==> config.mk <==
export PLATFORM = sky130hd
export DESIGN_NAME = pe_os_booth8_acc
export DESIGN_NICKNAME = d
export VERILOG_FILES = /design/src/rtl/pe_os_booth8_acc.sv
export SDC_FILE = /design/constraint.sdc
export NUM_CORES = 1
export LEC_CHECK = 0
export ABC_AREA = 0
export BUFFER_PORTS_ARGS = -buffer_cell sky130_fd_sc_hd__buf_4
export CORE_UTILIZATION = 45
export CTS_BUF_LIST = sky130_fd_sc_hd__clkbuf_4
export CTS_CLUSTER_DIAMETER = 60
export DETAILED_ROUTE_END_ITERATION = 10
export GPL_ROUTABILITY_DRIVEN = 0
export GPL_TIMING_DRIVEN = 1
export PLACE_DENSITY = 0.67
export SLEW_MARGIN = 20
export SYNTH_ARGS = -nofsm -noshare
export SYNTH_HDL_FRONTEND = slang
export SYNTH_SLANG_ARGS = --single-unit
==> constraint.sdc <==
create_clock -name CLK -period 3.86 [get_ports CLK]
set_input_delay 0.386 -clock CLK [delete_from_list [all_inputs] [get_ports CLK]]
set_output_delay 0.386 -clock CLK [all_outputs]
set_load 0.005 [all_outputs]
==> src/rtl/pe_os_booth8_acc.sv <==
// Output-stationary radix-8 Booth PE: forwards pre-encoded digits and operands,
// forms the product from the digit groups and accumulates it with optional saturation.
module pe_os_booth8_acc #(
  parameter int WIDTH = 8,
  parameter int GUARD = 4,
  parameter bit SAT   = 1'b1,
  localparam int GC    = (WIDTH+2)/3,
  localparam int ACC_W = 2*WIDTH+GUARD
) (
  input  logic                    CLK,
  input  logic                    RST,
  input  logic [GC-1:0]           s,
  input  logic [GC-1:0]           d,
  input  logic [GC-1:0]           t,
  input  logic [GC-1:0]           q,
  input  logic [GC-1:0]           n,
  input  logic signed [WIDTH-1:0] Y,
  input  logic signed [WIDTH+1:0] TMY,
  input  logic                    VLD_IN,
  input  logic                    CLR_IN,
  input  logic                    DRAIN,
  input  logic [ACC_W-1:0]        ACC_IN,
  input  logic                    OVF_IN,
  output logic [GC-1:0]           S_OUT,
  output logic [GC-1:0]           D_OUT,
  output logic [GC-1:0]           T_OUT,
  output logic [GC-1:0]           Q_OUT,
  output logic [GC-1:0]           N_OUT,
  output logic [WIDTH-1:0]        Y_OUT,
  output logic [WIDTH+1:0]        TMY_OUT,
  output logic                    VLD_OUT,
  output logic                    CLR_OUT,
  output logic signed [ACC_W-1:0] MAC_OUT,
  output logic                    OVF_OUT
);

  localparam int PW    = 2*WIDTH;
  localparam int SUM_W = ACC_W+1;

  // Product is built modulo 2^PW: the true product always fits, so wrap in the
  // partial terms cancels out.
  logic signed [PW-1:0] y_x, tmy_x, mag, term, psum;
  assign y_x   = PW'(Y);
  assign tmy_x = PW'(TMY);

  always_comb begin
    psum = '0;
    mag  = '0;
    term = '0;
    for (int g = 0; g < GC; g++) begin
      if (s[g])      mag = y_x;
      else if (d[g]) mag = y_x <<< 1;
      else if (t[g]) mag = tmy_x;
      else if (q[g]) mag = y_x <<< 2;
      else           mag = '0;
      term = n[g] ? -mag : mag;
      psum = psum + (term <<< (3*g));
    end
  end

  logic signed [PW-1:0] prod_q;
  logic                 pv_q, pc_q;

  always_ff @(posedge CLK or negedge RST) begin
    if (!RST) begin
      prod_q  <= '0;
      pv_q    <= 1'b0;
      pc_q    <= 1'b0;
      S_OUT   <= '0;
      D_OUT   <= '0;
      T_OUT   <= '0;
      Q_OUT   <= '0;
      N_OUT   <= '0;
      Y_OUT   <= '0;
      TMY_OUT <= '0;
      VLD_OUT <= 1'b0;
      CLR_OUT <= 1'b0;
    end else begin
      prod_q  <= psum;
      pv_q    <= VLD_IN;
      pc_q    <= CLR_IN;
      S_OUT   <= s;
      D_OUT   <= d;
      T_OUT   <= t;
      Q_OUT   <= q;
      N_OUT   <= n;
      Y_OUT   <= Y;
      TMY_OUT <= TMY;
      VLD_OUT <= VLD_IN;
      CLR_OUT <= CLR_IN;
    end
  end

  logic signed [ACC_W-1:0] prod_x, sat_val;
  logic signed [SUM_W-1:0] sum;
  logic                    ovf;

  assign prod_x  = ACC_W'(prod_q);
  assign sum     = SUM_W'(MAC_OUT) + SUM_W'(prod_x);
  assign ovf     = sum[ACC_W] ^ sum[ACC_W-1];
  // Clamp toward the true sign, carried in the extra top bit.
  assign sat_val = sum[ACC_W] ? {1'b1, {(ACC_W-1){1'b0}}} : {1'b0, {(ACC_W-1){1'b1}}};

  always_ff @(posedge CLK or negedge RST) begin
    if (!RST) begin
      MAC_OUT <= '0;
      OVF_OUT <= 1'b0;
    end else if (DRAIN) begin
      MAC_OUT <= ACC_IN;
      OVF_OUT <= OVF_IN;
    end else if (pv_q) begin
      if (pc_q) begin
        MAC_OUT <= prod_x;
        OVF_OUT <= 1'b0;
      end else begin
        MAC_OUT <= (ovf && SAT) ? sat_val : sum[ACC_W-1:0];
        if (ovf) OVF_OUT <= 1'b1;
      end
    end
  end

endmodule
==> results_tabular.tex, run 1 <==
\begin{tabular}{lr}
\hline
Metric & Value \\
\hline
\multicolumn{2}{l}{\textbf{Outcome}} \\
\quad Outcome & completed \\
\multicolumn{2}{l}{\textbf{Detailed routing}} \\
\quad Ratio of routed vias to standard cells & 5.632 \\
\quad Wire length reported by the detailed router & $\sim$16,000 µm \\
\quad 1st-iter DRT viols & 505 \\
\quad Via count & 5,553 \\
\quad Antenna-violating nets left & 0 \\
\quad Wire per inst & around 16 µm \\
\quad DRC violation count after routing & 0 \\
\quad Pre-Repair DR Iteration Count & 8 \\
\multicolumn{2}{l}{\textbf{Power and ir drop}} \\
\quad Switching share of power & 45.96\% \\
\quad Total power draw & 4252 µW \\
\quad Sequential group share of total power & 24.8\% \\
\quad Clock share of power & 9.3\% \\
\quad Total power divided by cell area & 591.3 nW/µm² \\
\quad Worst IR drop on VDD & 0.0002326 V \\
\quad Leakage & 0.003315 µW \\
\quad Switching power of the nets & 1954 µW \\
\quad Relative contribution of combinational cells to total power & 65.9\% \\
\quad Internal power component & 2298 µW \\
\multicolumn{2}{l}{\textbf{Worst setup path}} \\
\quad Cell type of the slowest stage on the worst timing path & sky130\_fd\_sc\_hd\_\_fa\_1 \\
\quad Critical Path Fanout Max & 5 \\
\quad Critical path required time & around 4.2 ns \\
\quad CP delay by family, top & simple AND/OR/NAND/NOR gates \\
\quad Reg-to-Reg Start & MAC\_OUT[0] \\
\quad RR Endpoint & MAC\_OUT[11] \\
\quad Register-to-Register Path Depth & 12 \\
\quad Sort of element at the end of the critical path & flop \\
\quad Buffers \& Inverters on Critical Path & 2 \\
\quad Library cell appearing most often on the critical path & sky130\_fd\_sc\_hd\_\_or3\_4 \\
\quad Cell-by-cell listing of the critical path & buf\_4, nand2b\_1, mux2i\_2, a31oi\_4, or3\_4, or3\_4, or3\_4, nand2\_2, xnor2\_1, fa\_1, inv\_1, ha\_2, or3\_4, o2111ai\_2, a21boi\_2, o21ai\_1, nand2b\_1, a21oi\_2, xnor3\_1 \\
\quad Delay of the slowest cell on the worst path & 0.51 ns \\
\quad Startpoint class of the critical path & primary input \\
\quad R2R setup slack & between 0.3 and 0.4 ns \\
\quad Arrival time worst endpoint & 4.09 ns \\
\quad Critical Setup Path Class & in2reg \\
\multicolumn{2}{l}{\textbf{Final layout}} \\
\quad Number of antenna repair diodes & 0 \\
\quad Final instance area & $\sim$7200 µm² \\
\quad \# nets final & 923 \\
\quad Highest-count cells in the layout ignoring fill and taps & sky130\_fd\_sc\_hd\_\_buf\_4 (168), sky130\_fd\_sc\_hd\_\_dfrtp\_1 (72), sky130\_fd\_sc\_hd\_\_a21oi\_1 (65) \\
\quad Area grow syn2layout & 26.17\% \\
\quad Ratio of cells with drive above 1 in the final layout & between 20\% and 30\% \\
\quad Most frequent standard cell in the layout excluding fill and tap cells & sky130\_fd\_sc\_hd\_\_buf\_4 \\
\quad Post-route insts no fill & just under 1,000 \\
\multicolumn{2}{l}{\textbf{Synth}} \\
\quad Mean Syn Cell Area & $\sim$8.5 µm² \\
\quad Count of flip-flops with a built-in enable after synthesis & 0 \\
\quad \#FFs+latches synth & slightly above 70 \\
\quad Netlist area before placement & 5699 µm² \\
\quad Fraction of the yosys area taken by sequential cells & 31.61\% \\
\quad Post-Synthesis Net Count & 777 \\
\quad Synth warn & 0 \\
\quad Number of distinct library cell variants in the gate-level netlist after synthesis & 65 \\
\quad Cells after synthesis & 670 \\
\quad Most frequently used flop master after synthesis & sky130\_fd\_sc\_hd\_\_dfrtp\_1 \\
\quad Proportion of synthesized flip-flops having asynchronous set or reset & 100.0\% \\
\multicolumn{2}{l}{\textbf{Placement}} \\
\quad Post-detailed-placement half-perimeter wirelength & about 13,000 µm \\
\quad Cell area after placement & 7061 µm² \\
\quad Post-placement setup slack & -0.3897 ns \\
\quad Count of input and output buffers & roughly 110 \\
\quad Cell total after placement & between 900 and 1,000 \\
\multicolumn{2}{l}{\textbf{GRT}} \\
\quad Global-route wire length before repair & 26,370 µm \\
\quad Via count of the first global-routing pass & 5,439 \\
\quad Maximum number of pins on one net before global-route repair & 73 \\
\quad Number of antenna violations at the first check in global routing & 0 \\
\quad Total global-route track usage & between 20\% and 30\% \\
\quad Overflow left after global routing & 0 \\
\multicolumn{2}{l}{\textbf{Floorplan}} \\
\quad Die Span Y & 114.5 µm \\
\quad Chip width & 114.5 µm \\
\quad Floorplan Core Area & 12,160 µm² \\
\quad Row count & 40 \\
\quad Top-level port count & around 120 \\
\quad Starting Density & 46.86\% \\
\quad Full die area & approximately 13,000 µm² \\
\multicolumn{2}{l}{\textbf{CTS}} \\
\quad H-tree depth reported by CTS & 3 \\
\quad Total clock sinks & 72 \\
\quad Maximum clock insertion buffer count & 2 \\
\quad Clock transition at the registers of the reported paths & 0.12 ns \\
\quad Cell at the root of the clock tree & sky130\_fd\_sc\_hd\_\_clkbuf\_4 \\
\quad CTS tree & yes \\
\quad Worst-Skew Late Latency & about 0.46 ns \\
\quad Post-CTS Setup Bufs & 0 \\
\quad Total clock buffers created by CTS & 9 \\
\multicolumn{2}{l}{\textbf{Job}} \\
\quad Max-cap check violation count & 0 \\
\multicolumn{2}{l}{\textbf{Timing}} \\
\quad Max Transition Viols Final & 0 \\
\quad Relative slew margins & 31.98\% \\
\quad RSZ-0062 raised after global routing & true \\
\quad Number of endpoints failing setup at the final stage & 0 \\
\quad Fin Hold WS & 0.04945 ns \\
\quad Share of the clock period used by the worst path after layout & 97.33\% \\
\quad Setup slack of the critical path after layout & 0.1029 ns \\
\quad Hold Violations, Final & 0 \\
\quad Least-Margin Pin Slew & 1.017 ns \\
\quad Fin Clk Skew & 0.01381 ns \\
\quad Minimum period implied by the final worst setup slack & roughly 3.8 ns \\
\quad Maximum clock frequency & 266.2 MHz \\
\multicolumn{2}{l}{\textbf{Min path}} \\
\quad HP Class & in2async \\
\hline
\end{tabular}
[flip-flops by register name, indices dropped and copies added (netlist names)]
signal,count
MAC_OUT,20
prod_q,16
TMY_OUT,10
Y_OUT,8
D_OUT,3
N_OUT,3
Q_OUT,3
S_OUT,3
T_OUT,3
OVF_OUT,1
pc_q,1
pv_q,1
[what timing repair did]
item,in CTS,in global routing
hold endpoints to repair,2,0
hold buffers,2,0
resized for setup,0,5
setup endpoints to repair,0,1
[cell usage after synthesis (all sizes together) (4+ instances only)]
cell type	count	area share, %
a32oi	4	0.61
xnor2	29	4.5
nor2b	11	1.2
nor3	9	0.88
nor2	43	3.0
o21ai	58	5.2
xor2	17	2.6
o211ai	7	0.92
nand3	14	1.2
nor3b	5	0.75
nand3b	10	1.3
nand2b	20	2.2
nand4	4	0.44
or3	7	0.94
buf	9	0.92
mux2i	8	1.4
a21o	12	1.6
a31oi	18	2.0
inv	38	2.5
ha	37	8.1
o31ai	6	1.0
dfrtp	72	32
a22oi	19	2.5
a21oi	66	5.8
nand2	62	4.1
fa	11	3.9
clkbuf	26	1.7
and2	4	0.44
[per-stage QoR]
step | utilization (%) | setup TNS [ns]
after detailed placement | 58.06 | -0.8400
after floorplan | - | -0.3036
after CTS | 58.94 | 0
final | 59.13 | 0
after global routing | 59.13 | -0.1177
after global placement | 58.06 | -0.5874
[area by class of cell]
| cell class | instances | area, µm² |
|---|---|---|
| Sequential cell | 72 | 1802 |
| Clock buffer | 10 | 75.07 |
| Clock inverter | 3 | 12.51 |
| Fill cell | 1099 | 4971 |
| Tap cell | 168 | 210.2 |
| Multi-Input combinational cell | 525 | 3667 |
| Inverter | 38 | 142.6 |
| Timing Repair Buffer | 170 | 1281 |
[layer usage]
layer / vias to the layer above / part of all wire [%] / track usage (%)
met5: - / 0 / 0
met4: 0 / 2.1 / 9.870
met3: 26 / 5.2 / 3.441
met2: 162 / 49 / 43.88
met1: 2664 / 44 / 32.98
li1: 2701 / - / -
[power groups by stage]
stage | clock network [µW] | registers, µW | logic (µW)
global route | 439 | 1080 | 3130
global placement | 0 | 1060 | 2690
detailed placement | 0 | 1070 | 2750
CTS | 412 | 1050 | 2770
floorplan | 0 | 1030 | 1980
finish | 397 | 1050 | 2800
[cells by family after synthesis]
family	synth area share, %
AOI/OAI and AO/OA	24.83
and+or+nand+nor	17.37
buffers and inverters	5.137
DFF	31.61
adders and majority gates	11.99
xor gates and xnor gates	7.464
muxes	1.603
[worst max-delay path by stage]
stage	start	to	slack, ns	cells after the start
final	Y[2]	prod_q[15]	0.10	19
after global routing	Y[2]	prod_q[15]	-0.12	19
after CTS	Y[2]	prod_q[15]	0.10	19
after detailed placement	Y[2]	prod_q[15]	-0.39	19
after global placement	Y[2]	prod_q[15]	-0.35	19
after floorplan	Y[2]	prod_q[15]	-0.28	19
Power figures use the tool's default switching activity.
==> run 2: changes to the inputs <==
--- a/config.mk
+++ b/config.mk
@@ -7,6 +7,7 @@
 export LEC_CHECK = 0
 export ABC_AREA = 0
 export BUFFER_PORTS_ARGS = -buffer_cell sky130_fd_sc_hd__buf_4
+export CORE_ASPECT_RATIO = 0.75
 export CORE_UTILIZATION = 45
 export CTS_BUF_LIST = sky130_fd_sc_hd__clkbuf_4
 export CTS_CLUSTER_DIAMETER = 60
@@ -14,7 +15,6 @@
 export GPL_ROUTABILITY_DRIVEN = 0
 export GPL_TIMING_DRIVEN = 1
 export PLACE_DENSITY = 0.67
-export SLEW_MARGIN = 20
 export SYNTH_ARGS = -nofsm -noshare
 export SYNTH_HDL_FRONTEND = slang
 export SYNTH_SLANG_ARGS = --single-unit
==> run 2 against run 1 <==
First-iteration DRC count increased by 9.1%. Clock power up 74%. Sequential share of layout area fell by 0.60 points. Largest power group unchanged. Global-route usage is 0.96 points higher. Setup slack got worse by 0.025 ns. Register-to-register slack about the same. Cell area grew 2.5%. Non-clock buffer count increased by 7. Fmax fell by 0.65%. Flip-flop and latch count is the same. Count of clock-buffer cells in the layout unchanged.
==> results_tabular.tex, run 2 (synthesized netlist as in run 1, its figures left out) <==
\begin{tabular}{lr}
\hline
Metric & Value \\
\hline
\multicolumn{2}{l}{\textbf{Final layout}} \\
\quad Registers with the highest flip-flop counts & MAC\_OUT x20, prod\_q x16, TMY\_OUT x10 \\
\quad Core utilization of the finished layout & about 60\% \\
\quad Ratio of cells with drive above 1 in the final layout & about a quarter \\
\quad Largest register FFs & 20 \\
\quad Highest-count cells in the layout ignoring fill and taps & sky130\_fd\_sc\_hd\_\_buf\_4 (176), sky130\_fd\_sc\_hd\_\_dfrtp\_1 (72), sky130\_fd\_sc\_hd\_\_a21oi\_1 (64) \\
\quad Final instance area & 7368 µm² \\
\quad Most frequent standard cell in the layout excluding fill and tap cells & sky130\_fd\_sc\_hd\_\_buf\_4 \\
\quad \# nets final & 930 \\
\quad Area grow syn2layout & 29.29\% \\
\quad Number of antenna repair diodes & 0 \\
\quad Largest register by flop count & MAC\_OUT \\
\multicolumn{2}{l}{\textbf{Detailed routing}} \\
\quad Antenna-violating nets left & 0 \\
\quad Via count & 5,736 \\
\quad Ratio of routed vias to standard cells & 5.771 \\
\quad Wire per inst & 17.03 µm \\
\quad Pre-Repair DR Iteration Count & 5 \\
\quad DRC violation count after routing & 0 \\
\quad Wire length reported by the detailed router & roughly 17,000 µm \\
\quad 1st-iter DRT viols & 551 \\
\multicolumn{2}{l}{\textbf{Timing}} \\
\quad Least-Margin Pin Slew & 1.132 ns \\
\quad Hold Violations, Final & 0 \\
\quad Max Transition Viols Final & 0 \\
\quad Minimum period implied by the final worst setup slack & about 3.8 ns \\
\quad Share of the clock period used by the worst path after layout & a little over nine tenths \\
\quad Relative slew margins & 24.40\% \\
\quad RSZ-0062 raised after global routing & true \\
\quad Number of endpoints failing setup at the final stage & 0 \\
\quad Maximum clock frequency & 264.4 MHz \\
\quad Fin Clk Skew & 0.02661 ns \\
\multicolumn{2}{l}{\textbf{Floorplan}} \\
\quad Chip width & 132.0 µm \\
\quad Row count & 35 \\
\quad Die Span Y & slightly below 100 µm \\
\quad Full die area & about 13,000 µm² \\
\quad Floorplan Core Area & 12,310 µm² \\
\quad Starting Density & a little under half \\
\quad Top-level port count & approximately 120 \\
\multicolumn{2}{l}{\textbf{Placement}} \\
\quad Post-detailed-placement half-perimeter wirelength & 13,220 µm \\
\quad Count of input and output buffers & 114 \\
\quad Cell area after placement & 7118 µm² \\
\multicolumn{2}{l}{\textbf{CTS}} \\
\quad Clock transition at the registers of the reported paths & 0.14 ns \\
\quad Total clock sinks & 72 \\
\quad Worst-Skew Late Latency & 0.45 ns \\
\quad Post-CTS Setup Bufs & 0 \\
\quad Total clock buffers created by CTS & 9 \\
\quad H-tree depth reported by CTS & 3 \\
\quad Maximum clock insertion buffer count & 2 \\
\quad CTS tree & yes \\
\quad Cell at the root of the clock tree & sky130\_fd\_sc\_hd\_\_clkbuf\_4 \\
\multicolumn{2}{l}{\textbf{Worst setup path}} \\
\quad Cell type of the slowest stage on the worst timing path & sky130\_fd\_sc\_hd\_\_fa\_1 \\
\quad Critical path required time & 4.17 ns \\
\quad Library cell appearing most often on the critical path & sky130\_fd\_sc\_hd\_\_or3\_4 \\
\quad Arrival time worst endpoint & about 4.1 ns \\
\quad Sort of element at the end of the critical path & flop \\
\quad Critical Setup Path Class & in2reg \\
\quad Delay of the slowest cell on the worst path & 0.51 ns \\
\quad Critical Path Fanout Max & 8 \\
\quad Cell-by-cell listing of the critical path & buf\_4, nor3b\_2, a21o\_1, a31oi\_4, or3\_4, or3\_4, or3\_4, nand2\_2, xnor2\_1, fa\_1, inv\_1, ha\_2, or3\_4, o2111ai\_2, a21boi\_2, o21ai\_1, nand2b\_1, a21oi\_2, xnor3\_1 \\
\quad Startpoint class of the critical path & primary input \\
\quad R2R setup slack & 0.39 ns \\
\multicolumn{2}{l}{\textbf{GRT}} \\
\quad Total global-route track usage & 26.63\% \\
\quad Maximum number of pins on one net before global-route repair & 73 \\
\quad Via count of the first global-routing pass & 5,369 \\
\quad Number of antenna violations at the first check in global routing & 0 \\
\quad Overflow left after global routing & 0 \\
\quad Global-route wire length before repair & 27,590 µm \\
\multicolumn{2}{l}{\textbf{Outcome}} \\
\quad Outcome & completed \\
\multicolumn{2}{l}{\textbf{Min path}} \\
\quad HP Class & in2async \\
\multicolumn{2}{l}{\textbf{Power and ir drop}} \\
\quad Leakage & 0.003402 µW \\
\quad Total power draw & 4661 µW \\
\quad Worst IR drop on VDD & approximately 0.00034 V \\
\quad Total power divided by cell area & 632.6 nW/µm² \\
\multicolumn{2}{l}{\textbf{Job}} \\
\quad Max-cap check violation count & 0 \\
\hline
\end{tabular}
## run 2: cell count changes in the layout (fill, tap and decap cells not counted), sizes merged
cell	change
buf	+8
bufinv	+4
clkinv	-2
clkinvlp	+1
dlygate4sd3	-1
## run 2: timing repair
action                     CTS  global route
resized for setup            0             8
hold buffers                 0             1
setup endpoints to repair    0             2
hold endpoints to repair     0             1
## run 2: area by class of cell
type	instances	area, µm²
clock buffers	10	75.07
inverters	38	142.6
flip-flops and latches	72	1802
repair buffers	177	1331
fillers	1107	4937
well taps	166	207.7
multi-input cells	525	3679
clock inverters	6	131.4
## run 2: through the flow
| stage | setup WS (ns) | hold WS [ns] | TNS (ns) | cells |
|---|---|---|---|---|
| after floorplan | -0.2817 | 0.09041 | -0.3036 | 670 |
| after global placement | -0.3490 | 0.4974 | -0.6470 | 977 |
| after detailed placement | -0.4110 | 0.4965 | -0.7742 | 977 |
| after CTS | 0.06242 | 0.007068 | 0 | 993 |
| after global routing | -0.08092 | 0.009487 | -0.09359 | 994 |
| final | 0.07819 | 0.05892 | 0 | 994 |
## run 2: worst paths after layout
check | start | end | depth (start not counted)
setup reg to reg | MAC_OUT[0] | MAC_OUT[11] | 12
hold / removal | RST | MAC_OUT[4] | 1
setup / recovery | s[0] | prod_q[15] | 19
min in group CLK | CLR_IN | pc_q | 1
max in group asynchronous | RST | N_OUT[0] | 1
hold reg to reg | MAC_OUT[17] | MAC_OUT[17] | 2
## run 2: power breakdown
group | switching (µW) | leakage [µW] | total (µW) | internal, µW
combinational | 1620 | 0.00245 | 2910 | 1290
clock | 292 | 0.000104 | 690 | 398
sequential | 144 | 0.000849 | 1060 | 917
## run 2: worst max-delay path: cells and delay by family
family / cells / cell delay, ns
simple gates: 7 / 1.76
compound gates: 6 / 0.73
fa+ha+maj: 2 / 0.69
xor+xnor: 2 / 0.31
buf+inv: 2 / 0.20
## run 2: layer usage
layer | vias up | routed length, µm | global-route usage [%]
li1 | 2715 | - | -
met1 | 2768 | 7954 | 38.77
met3 | 13 | 1461 | 6.371
met4 | 0 | 134 | 5.456
met2 | 240 | 7375 | 40.17
met5 | - | 0 | 0
==> run 3: changes to the inputs <==
--- a/config.mk
+++ b/config.mk
@@ -7,6 +7,7 @@
 export LEC_CHECK = 0
 export ABC_AREA = 0
 export BUFFER_PORTS_ARGS = -buffer_cell sky130_fd_sc_hd__buf_4
+export CAP_MARGIN = 10
 export CORE_ASPECT_RATIO = 0.75
 export CORE_UTILIZATION = 45
 export CTS_BUF_LIST = sky130_fd_sc_hd__clkbuf_4
==> constraint.sdc (replaced) <==
create_clock -name CLK -period 3.9 [get_ports CLK]
set_input_delay 0.39 -clock CLK [delete_from_list [all_inputs] [get_ports CLK]]
set_output_delay 0.39 -clock CLK [all_outputs]
set_load 0.005 [all_outputs]
==> run 3 against run 2 <==
Hold slack got worse by 0.024 ns. Non-clock buffer count decreased by 5. Critical path depth did not move. Clock power shrank 9.7%. Clock skew is 0.013 ns lower. Combinational power about the same. Count of clock-buffer cells in the layout unchanged. Register-to-register slack better by 0.07 ns. Routed wire length shrank 1.3%. Sequential power barely moved. Cell area fell by 1.1%. Critical path type unchanged. Highest routed layer unchanged.
==> results_tabular.tex, run 3 (synthesized netlist as in run 1, its figures left out) <==
\begin{tabular}{lr}
\hline
Metric & Value \\
\hline
\multicolumn{2}{l}{\textbf{CTS}} \\
\quad Maximum clock insertion buffer count & 2 \\
\quad Cell at the root of the clock tree & sky130\_fd\_sc\_hd\_\_clkbuf\_4 \\
\quad Worst-Skew Late Latency & 0.45 ns \\
\quad Total clock sinks & 72 \\
\quad CTS tree & yes \\
\quad Post-CTS Setup Bufs & 0 \\
\quad Total clock buffers created by CTS & 9 \\
\quad Clock transition at the registers of the reported paths & approximately 0.13 ns \\
\quad H-tree depth reported by CTS & 3 \\
\multicolumn{2}{l}{\textbf{Timing}} \\
\quad Share of the clock period used by the worst path after layout & between 90\% and 100\% \\
\quad Number of endpoints failing setup at the final stage & 0 \\
\quad Relative slew margins & 30.29\% \\
\quad Least-Margin Pin Slew & about 1.0 ns \\
\quad Hold Violations, Final & 0 \\
\quad Minimum period implied by the final worst setup slack & 3.826 ns \\
\quad RSZ-0062 raised after global routing & true \\
\quad Fin Clk Skew & 0.01324 ns \\
\quad Fin Setup TNS & 0 ns \\
\quad Maximum clock frequency & 261.4 MHz \\
\quad Max Transition Viols Final & 0 \\
\multicolumn{2}{l}{\textbf{Worst setup path}} \\
\quad Reg-to-Reg Start & MAC\_OUT[0] \\
\quad Critical path required time & 4.23 ns \\
\quad Register-to-Register Path Depth & 12 \\
\quad Arrival time worst endpoint & 4.15 ns \\
\quad RR Endpoint & MAC\_OUT[11] \\
\quad R2R setup slack & 0.46 ns \\
\quad Critical Setup Path Class & in2reg \\
\quad Startpoint class of the critical path & primary input \\
\quad Sort of element at the end of the critical path & flop \\
\quad Critical Path Fanout Max & 3 \\
\multicolumn{2}{l}{\textbf{Floorplan}} \\
\quad Chip width & 132.0 µm \\
\quad Starting Density & 46.31\% \\
\quad Row count & 35 \\
\quad Die Span Y & 99.46 µm \\
\quad Full die area & between 10,000 and 15,000 µm² \\
\quad Top-level port count & 115 \\
\quad Floorplan Core Area & 12,310 µm² \\
\multicolumn{2}{l}{\textbf{Detailed routing}} \\
\quad Via count & around 5,600 \\
\quad Ratio of routed vias to standard cells & about 5.7 \\
\quad DRC violation count after routing & 0 \\
\quad 1st-iter DRT viols & 511 \\
\quad Wire per inst & 16.90 µm \\
\quad Pre-Repair DR Iteration Count & 5 \\
\quad Antenna-violating nets left & 0 \\
\quad Wire length reported by the detailed router & between 15,000 and 20,000 µm \\
\multicolumn{2}{l}{\textbf{Min path}} \\
\quad HP Class & in2reg \\
\quad Hold Path Depth & 1 \\
\quad Worst Hold Endpoint & pv\_q \\
\quad Beginning of the worst hold path & VLD\_IN \\
\multicolumn{2}{l}{\textbf{Placement}} \\
\quad Post-detailed-placement half-perimeter wirelength & roughly 13,000 µm \\
\quad Count of input and output buffers & between 100 and 150 \\
\multicolumn{2}{l}{\textbf{Final layout}} \\
\quad Registers with the highest flip-flop counts & MAC\_OUT x20, prod\_q x16, TMY\_OUT x10 \\
\quad Number of antenna repair diodes & 0 \\
\quad Largest register by flop count & MAC\_OUT \\
\quad Core utilization of the finished layout & 59.20\% \\
\quad \# nets final & between 900 and 1,000 \\
\quad Area grow syn2layout & 27.82\% \\
\quad Most frequent standard cell in the layout excluding fill and tap cells & sky130\_fd\_sc\_hd\_\_buf\_4 \\
\quad Largest register FFs & 20 \\
\quad Highest-count cells in the layout ignoring fill and taps & sky130\_fd\_sc\_hd\_\_buf\_4 (172), sky130\_fd\_sc\_hd\_\_dfrtp\_1 (72), sky130\_fd\_sc\_hd\_\_a21oi\_1 (65) \\
\quad Ratio of cells with drive above 1 in the final layout & 25.15\% \\
\multicolumn{2}{l}{\textbf{Power and ir drop}} \\
\quad Worst IR drop on VDD & 0.0003814 V \\
\quad Leakage & roughly 0.0034 µW \\
\quad Total power divided by cell area & 624.7 nW/µm² \\
\quad Total power draw & 4550 µW \\
\multicolumn{2}{l}{\textbf{GRT}} \\
\quad Maximum number of pins on one net before global-route repair & 73 \\
\quad Total global-route track usage & 26.13\% \\
\quad Number of antenna violations at the first check in global routing & 0 \\
\quad Via count of the first global-routing pass & around 5,200 \\
\quad Overflow left after global routing & 0 \\
\quad Global-route wire length before repair & around 27,000 µm \\
\multicolumn{2}{l}{\textbf{Outcome}} \\
\quad Outcome & completed \\
\multicolumn{2}{l}{\textbf{Job}} \\
\quad Max-cap check violation count & 0 \\
\hline
\end{tabular}
[run 3: final cells by class]
type	count	area, µm²
clock inverter	6	107.6
sequential	72	1802
fill	1096	5021
clock buffer	10	75.07
multi-input combinational	525	3659
tap	166	207.7
inverter	38	142.6
timing repair buffer	172	1291
[run 3: where the power goes]
group	internal, µW	switching (µW)
registers	908	144
logic	1270	1610
clock network	330	293
[run 3: how the worst max path moves through the flow]
stage | from | end | slack (ns) | depth (start not counted)
2_1_floorplan | Y[2] | prod_q[15] | -0.25 | 19
3_3_place_gp | Y[2] | prod_q[15] | -0.31 | 19
3_5_place_dp | Y[2] | prod_q[15] | -0.36 | 19
4_1_cts | Y[2] | prod_q[15] | 0.09 | 19
5_1_grt | Y[2] | prod_q[15] | -0.1 | 19
6_report | Y[2] | prod_q[15] | 0.07 | 19
[run 3: metal layers]
layer	vias up	track usage, %	part of all wire, %
li1	2691	-	-
met1	2715	39.69	50
met2	219	38.71	43
met3	17	4.434	6.9
met4	0	5.456	0.91
met5	-	0	0
[run 3: timing repair]
| action | 4_1_cts | 5_1_grt |
|---|---|---|
| resized for setup | 0 | 4 |
| setup endpoints to repair | 0 | 2 |
| hold endpoints to repair | 0 | 0 |
| hold buffers | 0 | 0 |
[run 3: stage by stage]
| stage | hold WS (ns) | worst slack (ns) | std cells | area (µm²) |
|---|---|---|---|---|
| 4_1_cts | 0.01891 | 0.08893 | 989 | 7271 |
| 2_1_floorplan | 0.09441 | -0.2457 | 670 | 5741 |
| 3_5_place_dp | 0.5035 | -0.3598 | 973 | 7088 |
| 6_report | 0.03452 | 0.07426 | 989 | 7284 |
| 3_3_place_gp | 0.5014 | -0.3131 | 973 | 7088 |
| 5_1_grt | 0.01454 | -0.09898 | 989 | 7284 |
[run 3: worst max-delay path: stages]
cell and delay (ns):
sky130_fd_sc_hd__buf_4 0.11, sky130_fd_sc_hd__nand2b_1 0.14, sky130_fd_sc_hd__mux2i_2 0.21, sky130_fd_sc_hd__a31oi_4 0.06, sky130_fd_sc_hd__or3_4 0.40, sky130_fd_sc_hd__or3_4 0.34
sky130_fd_sc_hd__or3_4 0.36, sky130_fd_sc_hd__nand2_2 0.08, sky130_fd_sc_hd__xnor2_1 0.10, sky130_fd_sc_hd__fa_1 0.51, sky130_fd_sc_hd__inv_1 0.04, sky130_fd_sc_hd__ha_2 0.17
sky130_fd_sc_hd__or3_1 0.35, sky130_fd_sc_hd__o2111ai_2 0.21, sky130_fd_sc_hd__a21boi_1 0.10, sky130_fd_sc_hd__o21ai_1 0.13, sky130_fd_sc_hd__nand2b_1 0.08, sky130_fd_sc_hd__a21oi_2 0.13
sky130_fd_sc_hd__xnor3_1 0.22
